## config.mk

```make
export PLATFORM = sky130hd
export DESIGN_NAME = ps2_host_tx
export DESIGN_NICKNAME = d
export VERILOG_FILES = /design/src/rtl/ps2_host_tx.sv
export SDC_FILE = /design/constraint.sdc
export NUM_CORES = 1
export LEC_CHECK = 0
export CORE_AREA = 2 2 87 89
export DETAILED_ROUTE_END_ITERATION = 10
export DIE_AREA = 0 0 89 91
export GPL_TIMING_DRIVEN = 0
export PLACE_DENSITY_LB_ADDON = 0.12
export SYNTH_ARGS = -nofsm -noshare
export SYNTH_HDL_FRONTEND = slang
export SYNTH_SLANG_ARGS = --single-unit
```

## constraint.sdc

```tcl
create_clock -name clk_i -period 3.3 [get_ports clk_i]
set_input_delay 0.825 -clock clk_i [delete_from_list [all_inputs] [get_ports clk_i]]
set_output_delay 0.825 -clock clk_i [all_outputs]
set_load 0.01 [all_outputs]
```

## src/rtl/ps2_host_tx.sv

```systemverilog
// PS/2 host-to-device transmitter: sends one command byte to the keyboard using the
// request-to-send sequence on shared open-drain clock/data lines (active-high pull-low outputs).
module ps2_host_tx #(
    parameter int unsigned INHIBIT_CYCLES = 2048,
    parameter int unsigned TIMEOUT_CYCLES = 262143
) (
    input  logic       clk_i,
    input  logic       rst_ni,
    input  logic [7:0] tx_data_i,
    input  logic       tx_start_i,
    output logic       tx_busy_o,
    output logic       tx_done_o,
    output logic       tx_err_o,
    input  logic       kb_clk_i,
    input  logic       kb_data_i,
    output logic       kb_clk_lo_o,
    output logic       kb_data_lo_o
);

    localparam int CNT_W = 18;
    localparam logic [CNT_W-1:0] INH_LAST = CNT_W'(INHIBIT_CYCLES - 1);
    localparam logic [CNT_W-1:0] TO_LAST  = CNT_W'(TIMEOUT_CYCLES - 1);

    localparam logic [2:0] ST_IDLE     = 3'd0;
    localparam logic [2:0] ST_INHIBIT  = 3'd1;
    localparam logic [2:0] ST_START    = 3'd2;
    localparam logic [2:0] ST_SHIFT    = 3'd3;
    localparam logic [2:0] ST_ACK      = 3'd4;
    localparam logic [2:0] ST_WAITIDLE = 3'd5;
    localparam logic [2:0] ST_FINISH   = 3'd6;

    function automatic logic odd_parity(input logic [7:0] d);
        return ~^d;
    endfunction

    logic [2:0]       state_q, state_d;
    logic [9:0]       shift_q, shift_d;
    logic [CNT_W-1:0] cnt_q, cnt_d;
    logic [3:0]       idx_q, idx_d;
    logic             busy_q, busy_d;
    logic             done_q, done_d;
    logic             err_q, err_d;
    logic             clk_lo_q, clk_lo_d;
    logic             data_lo_q, data_lo_d;
    logic [2:0]       clk_sync_q;
    logic [1:0]       data_sync_q;
    logic             fe_s;
    logic             timeout_s;

    // Bits [1:0] are the two-stage synchronizer; bit 2 holds the previous synchronized clock.
    assign fe_s      = clk_sync_q[2] & ~clk_sync_q[1];
    assign timeout_s = (cnt_q == TO_LAST);

    // Next-state and output decode for the transmit sequence
    always_comb begin
        state_d   = state_q;
        shift_d   = shift_q;
        cnt_d     = cnt_q;
        idx_d     = idx_q;
        busy_d    = busy_q;
        done_d    = 1'b0;
        err_d     = err_q;
        clk_lo_d  = clk_lo_q;
        data_lo_d = data_lo_q;
        case (state_q)
            ST_IDLE: begin
                clk_lo_d  = 1'b0;
                data_lo_d = 1'b0;
                if (tx_start_i) begin
                    state_d  = ST_INHIBIT;
                    shift_d  = {1'b1, odd_parity(tx_data_i), tx_data_i};
                    err_d    = 1'b0;
                    cnt_d    = '0;
                    busy_d   = 1'b1;
                    clk_lo_d = 1'b1;
                end else begin
                    busy_d = 1'b0;
                end
            end
            ST_INHIBIT: begin
                if (cnt_q == INH_LAST) begin
                    state_d   = ST_START;
                    data_lo_d = 1'b1;
                end else begin
                    cnt_d = cnt_q + 18'd1;
                end
            end
            ST_START: begin
                state_d  = ST_SHIFT;
                clk_lo_d = 1'b0;
                cnt_d    = '0;
                idx_d    = 4'd0;
            end
            ST_SHIFT, ST_ACK, ST_WAITIDLE: begin
                if (timeout_s) begin
                    state_d   = ST_FINISH;
                    err_d     = 1'b1;
                    clk_lo_d  = 1'b0;
                    data_lo_d = 1'b0;
                    done_d    = 1'b1;
                    busy_d    = 1'b0;
                end else begin
                    cnt_d = cnt_q + 18'd1;
                    if (state_q == ST_SHIFT) begin
                        if (fe_s) begin
                            data_lo_d = ~shift_q[0];
                            shift_d   = {1'b0, shift_q[9:1]};
                            idx_d     = idx_q + 4'd1;
                            if (idx_q == 4'd9) begin
                                state_d = ST_ACK;
                            end else begin
                                state_d = ST_SHIFT;
                            end
                        end else begin
                            state_d = ST_SHIFT;
                        end
                    end else if (state_q == ST_ACK) begin
                        if (fe_s) begin
                            err_d   = data_sync_q[1];
                            state_d = ST_WAITIDLE;
                        end else begin
                            state_d = ST_ACK;
                        end
                    end else begin
                        if (clk_sync_q[1] && data_sync_q[1]) begin
                            state_d = ST_FINISH;
                            done_d  = 1'b1;
                            busy_d  = 1'b0;
                        end else begin
                            state_d = ST_WAITIDLE;
                        end
                    end
                end
            end
            ST_FINISH: begin
                state_d = ST_IDLE;
            end
            default: begin
                state_d   = ST_IDLE;
                busy_d    = 1'b0;
                clk_lo_d  = 1'b0;
                data_lo_d = 1'b0;
            end
        endcase
    end

    // Pin synchronizers; reset to the released (high) level so no false edge appears
    always_ff @(posedge clk_i or negedge rst_ni) begin
        if (!rst_ni) begin
            clk_sync_q  <= 3'b111;
            data_sync_q <= 2'b11;
        end else begin
            clk_sync_q  <= {clk_sync_q[1:0], kb_clk_i};
            data_sync_q <= {data_sync_q[0], kb_data_i};
        end
    end

    // State, datapath and registered outputs
    always_ff @(posedge clk_i or negedge rst_ni) begin
        if (!rst_ni) begin
            state_q   <= ST_IDLE;
            shift_q   <= 10'd0;
            cnt_q     <= '0;
            idx_q     <= 4'd0;
            busy_q    <= 1'b0;
            done_q    <= 1'b0;
            err_q     <= 1'b0;
            clk_lo_q  <= 1'b0;
            data_lo_q <= 1'b0;
        end else begin
            state_q   <= state_d;
            shift_q   <= shift_d;
            cnt_q     <= cnt_d;
            idx_q     <= idx_d;
            busy_q    <= busy_d;
            done_q    <= done_d;
            err_q     <= err_d;
            clk_lo_q  <= clk_lo_d;
            data_lo_q <= data_lo_d;
        end
    end

    assign tx_busy_o    = busy_q;
    assign tx_done_o    = done_q;
    assign tx_err_o     = err_q;
    assign kb_clk_lo_o  = clk_lo_q;
    assign kb_data_lo_o = data_lo_q;

endmodule
```

== Word level (Yosys, flattened, before mapping) ==
Index checks and enable logic that the tools add are counted.

* $add $sub $neg: 2
* Eq/ne operators: 22
* Multiplexer cells: 47
* Bitwise logic cells: 6
* Reduce and logical (&&, ||, !) cells: 18

{| class="wikitable"
|+ Operators by type and width
! cell !! number
|-
| $pmux W18 S4 || 1
|-
| $mux W18 || 3
|-
| $mux W10 || 4
|-
| $mux W1 || 21
|-
| $mux W3 || 7
|-
| $pmux W10 S2 || 1
|-
| $add A18 B1 Y18 const B || 1
|-
| $eq A18 B11 Y1 const B || 1
|-
| $eq A18 B18 Y1 const B || 1
|-
| $ne A3 B3 Y1 const B || 6
|-
| $reduce_and A4 Y1 || 4
|-
| $ne A2 B2 Y1 const B || 7
|-
| $mux W4 || 3
|-
| $pmux W3 S4 || 1
|-
| $reduce_and A5 Y1 || 2
|-
| $eq A3 B3 Y1 const B || 3
|-
| $pmux W1 S3 || 3
|-
| $pmux W4 S2 || 1
|-
| $reduce_xnor A8 Y1 || 1
|-
| $eq A3 B2 Y1 const B || 2
|-
| $reduce_or A3 Y1 || 2
|-
| $not A1 Y1 || 5
|-
| $add A4 B1 Y4 const B || 1
|-
| $eq A4 B4 Y1 const B || 1
|-
| 10 further kinds || 13
|}

* Register bits: 45
* Bits of input ports: 13
* Output and inout port bits: 5
* Word-level logic and storage cells: 106

== Depth between registers and ports, before layout ==
* Word-level depth: 7
* Mapped depth: 8
* Gate-level depth less buffers: 7

== Least setup slack after synthesis ==
Ideal clock, no wire load.

* Path kind: register to register
* Start point: register cnt_q[0]
* End point: register cnt_q[14]
* Setup time: 124 ps
* Arrival time: 1762 ps
* Required time: 3176 ps
* Path slack: 1415 ps
* Stages on the path, launching flop included: 8
* Buffers on the path: 0
* Period minus slack after synthesis: 1885 ps
* Cell sequence: dfrtp_1 > inv_1 > ha_1 > and3_1 > and3_4 > a32o_1 > or2_4 > a211o_1

* Word-level cells in the longest chain between the ends: 3
* Elaborated cells between the ends (all ways): 9
* Classes of those cells: 1 x add/sub; 4 x eq/ne; 3 x mux; 1 x reduce/logical

{| class="wikitable"
|+ Ends and longest elaborated chain
! what !! RTL line !! text
|-
| from (decl) || 38 || <nowiki>logic [CNT_W-1:0] cnt_q, cnt_d;</nowiki>
|-
| from (signal assigned) || 173 || <nowiki>cnt_q <= cnt_d;</nowiki>
|-
| $add A18 B1 Y18 (tied with other cells) || 85, 103 ||
|-
| $mux W18 (tied with other cells) || 95 || <nowiki>if (timeout_s) begin</nowiki>
|-
| $pmux W18 S4 / $reduce_and A4 Y1 (equally long branches) || - ||
|}

Parallel ways exist; a longest one is shown, timed or not. The select of a mux whose other input is x is not followed.
A chain may end at the register's enable or synchronous reset.

== Final worst setup path ==
* Start point: register cnt_q[1]
* End point: register data_lo_q, in the netlist kb_data_lo_o

* Word-level cells in the longest chain between the ends: 3
* Elaborated cells between the ends (all ways): 8
* Classes of those cells: 5 x eq/ne; 2 x mux; 1 x reduce/logical

{| class="wikitable"
|+ Ends and longest elaborated chain
! what !! RTL line !! text
|-
| $eq A18 B18 Y1 / $eq A18 B11 Y1 (equally long branches) || 52, 81 ||
|-
| $ne A3 B3 Y1 (no line) (tied with other cells) || - ||
|-
| $reduce_and A4 Y1 (no line) / $pmux W1 S3 (equally long branches) || - ||
|-
| to (signal assigned) || 179 || <nowiki>data_lo_q <= data_lo_d;</nowiki>
|-
| to (decl) || 44 || <nowiki>logic data_lo_q, data_lo_d;</nowiki>
|}

Parallel ways exist; a longest one is shown, timed or not.

==> results.toml <==
[sta]
timing.final.crit_share_pct = 69.5
clock_skew_ns = 0.00736
setup_violations = 0
fin_hold_ws_ns = 0.361
relSlewSlack_pct = 57.4
tightest_slew_ns = 0.640
finalSetupTns_ns = 0
hold_viol = 0
fmax_mhz = 436
period_needed_ns = 2.29
slew_viol_final = 0
rsz0062_at_grt = "no"

[critical_path]
cp-end-kind = "flop"
reg2reg_to = "kb_data_lo_o$_DFFE_PN0P_"
worstPathRequired_ns = 3.50
crit_type = "reg -> reg"
critPathLaunchType = "flop"
r2r_start = "cnt_q[1]$_DFFE_PN0P_"
cp_max_fo = 6
worstPathArrival_ns = 2.50
reg2reg_slack_ns = 1.01
rr_worst_depth = 6

[logic_synthesis]
synth-seq-cells = 45
synth_compound_area_share_pct = 20.9
syn_inst = 273
synth-xor-area-share_pct = 2.65
synth_top_family_by_area = "compound AO/OA/AOI/OAI gates"
yosysSeqAreaShare_pct = 42.8
yosys.area_share.simple_pct = 20.4
synthDistinctLibCells = 59
ys_warn_count = 0
synthArstFlopShare_pct = 100
ys.flop_type = "dfrtp_1"
synthMuxAreaShare_pct = 7.62
syn_nets = 290
syn_area_per_cell_um2 = 9.68
synthAdderAreaFrac_pct = 1.89
netlist_area_um2 = 2640
synth-edff-count = 0

[global_routing]
grt_overflow_total = 0
track_usage_pct = 17.0
antenna_found_initial = 0
grt_max_degree = 28
grt_pass1_wl_um = 10900
first_global_vias = 2137

[cts]
root_buffer = "clkbuf_8"
cts.sinks = 45
postCtsSetupRepairBufs = 0
cts_buffers = 5
ctsResizeCount = 0
clk_pin_slew_ns = 0.09
hold_buffers = 0
cts_tree = "yes"
clock_path_buffers = 2
htreeDepth = 2
clock_latency_ns = 0.31

[job]
maxCapViolations = 0

[detailed_routing]
drtPass1Iterations = 4
postRouteAntennaNets = 0
avgRoutedWirePerCell_um = 15.7
dr_total_vias = 2179
drt-total-wl_um = 6260
detail_route.drc_violations = 0
drt_iter0_drc = 132
drt-vias-per-instance = 5.47

[floorplan]
core-area_um2 = 7140
die_w_um = 89
initial_utilization_pct = 37.0
die_h_um = 91
rows = 31
top_level_ports = 18
die-area_um2 = 8100

[min_path]
hold_start = "clk_sync_q[0]$_DFF_PN1_"
hold_end = "clk_sync_q[1]$_DFF_PN1_"
hold_depth = 0
hold_path.class = "reg -> reg"

[cells_and_area]
nNetsFinal = 315
areaGrowthSynthToFinish_pct = 16.0
fillers = 725
final_layout_size_suffix_gt1_share_pct = 18.7
diodes = 0

[place]
place.gp.congestion = 0.803
hpwl_um = 4510
io_buffers = 17

[power]
power_density_nw_per_um2 = 346
irDropWorstVdd_v = 0.000243
power_leakage_nw = 1.26

[outcome]
outcome = "finished clean"
==> cells in the final DEF, fill, tap and decap left out, types with 3 or more instances in the layout <==
cell type        instances
mux2_2                  17
nand2_1                 28
o21ai_0                 17
clkdlybuf4s50_1         16
nand4_1                  4
buf_6                    3
dfrtp_1                 40
o22a_1                   3
nand3_1                  8
clkbuf_8                 5
clkbuf_1                 5
ha_1                     4
and3_1                   9
a31oi_1                 18
nor3_1                  10
inv_1                    4
nand2b_1                 4
nor4_1                   4
nor2_1                  10
xnor2_1                  6
a21oi_1                 15
buf_2                    7
dfstp_2                  5
==> per-stage QoR <==
step           utilization (%)  instances  area (um^2)  setup WS (ns)  total power (W)
2_1_floorplan                -        273         2640           1.41         0.000602
3_3_place_gp              41.2        389         2940         0.0460         0.000637
3_5_place_dp              41.4        390         2950          0.744         0.000640
4_1_cts                   43.0        398         3070           1.01          0.00108
5_1_grt                   43.0        398         3070          0.865          0.00111
6_report                  43.0        398         3070           1.01          0.00106
==> worst max-delay path: stages, from the launching register on <==
cell and delay (ns):
dfrtp_1 0.41, ha_1 0.28, nand3_1 0.22, nor3_1 0.43
a21boi_0 0.32, a221o_1 0.33, a32o_1 0.20
==> kinds of logic (layout without fill, tap and decap cells) <==
group           after synthesis  count (layout)
compound gates               81              81
flops                        45              45
buf+inv                      18              44
fa+ha+maj                     4               4
simple gates                 99              99
mux                          18              18
xor+xnor                      8               8
==> sequential cells by signal, summed over array words and instances, names as in the netlist, 2 cells and up <==
register	count
cnt_q	18
shift_q	10
idx_q	4
clk_sync_q	3
state_q	3
data_sync_q	2
==> Yosys cell counts (2+ instances only) <==
cell type | instances | area share [%]
ha_1 | 4 | 1.9
buf_6 | 3 | 1.3
clkbuf_1 | 5 | 0.71
xor2_1 | 2 | 0.66
a32o_1 | 2 | 0.76
or3_1 | 2 | 0.47
and2_1 | 2 | 0.47
nand3_1 | 8 | 1.5
dfstp_2 | 5 | 5.0
a22oi_1 | 2 | 0.57
nor3_1 | 10 | 1.9
buf_2 | 6 | 1.1
a211o_1 | 2 | 0.66
o21ai_0 | 17 | 3.2
a21oi_1 | 15 | 2.8
a41oi_1 | 2 | 0.66
nand2_1 | 28 | 4.0
nand4_1 | 4 | 0.95
a31oi_1 | 18 | 4.3
mux2_2 | 17 | 7.2
nor2b_1 | 2 | 0.47
dfrtp_1 | 40 | 38
a21boi_0 | 2 | 0.57
o311ai_0 | 2 | 0.66
nor4_1 | 4 | 0.95
and3_1 | 9 | 2.1
nand2b_1 | 4 | 0.95
o21ai_1 | 2 | 0.38
xnor2_1 | 6 | 2.0
o21a_1 | 2 | 0.57
nor2_1 | 10 | 1.4
nand2_2 | 2 | 0.47
o22ai_1 | 2 | 0.47
and4_1 | 2 | 0.66
o22a_1 | 3 | 0.99
inv_1 | 4 | 0.57
==> worst max path at each step <==
stage	start	endpoint	slack, ns
final	cnt_q[1]$_DFFE_PN0P_	kb_data_lo_o$_DFFE_PN0P_	1.01
after global routing	cnt_q[1]$_DFFE_PN0P_	kb_data_lo_o$_DFFE_PN0P_	0.86
after CTS	cnt_q[1]$_DFFE_PN0P_	kb_data_lo_o$_DFFE_PN0P_	1.01
after detailed placement	tx_start_i	shift_q[5]$_DFFE_PN0P_	0.74
after global placement	rst_ni	shift_q[5]$_DFFE_PN0P_	0.05
after floorplan	cnt_q[0]$_DFFE_PN0P_	cnt_q[14]$_DFFE_PN0P_	1.41
==> layer usage <==
metal	part of all wire, %	track usage, %	routed length, um
met5	0	0	0
met3	4.2	3.36	264
met2	45	24.5	2800
met1	50	26.3	3130
met4	1.0	3.36	64
==> final cells by class <==
cell class	instances	area (um^2)	share of cell area, %
inverters	4	15.0	0.489
multi-input cells	210	1410	46.1
plain buffers	14	82.6	2.69
flip-flops and latches	45	1130	36.9
clock inverters	3	46.3	1.51
repair buffers	18	185	6.04
well taps	99	124	4.04
clock buffers	5	68.8	2.24
==> report_power, final <==
part | internal (W) | switching, W | leakage, nW
clock | 0.000227 | 0.000207 | 0.0543
combinational | 0.0000325 | 0.0000288 | 0.652
sequential | 0.000562 | 0.00000446 | 0.552
Power figures use the tool's default switching activity.
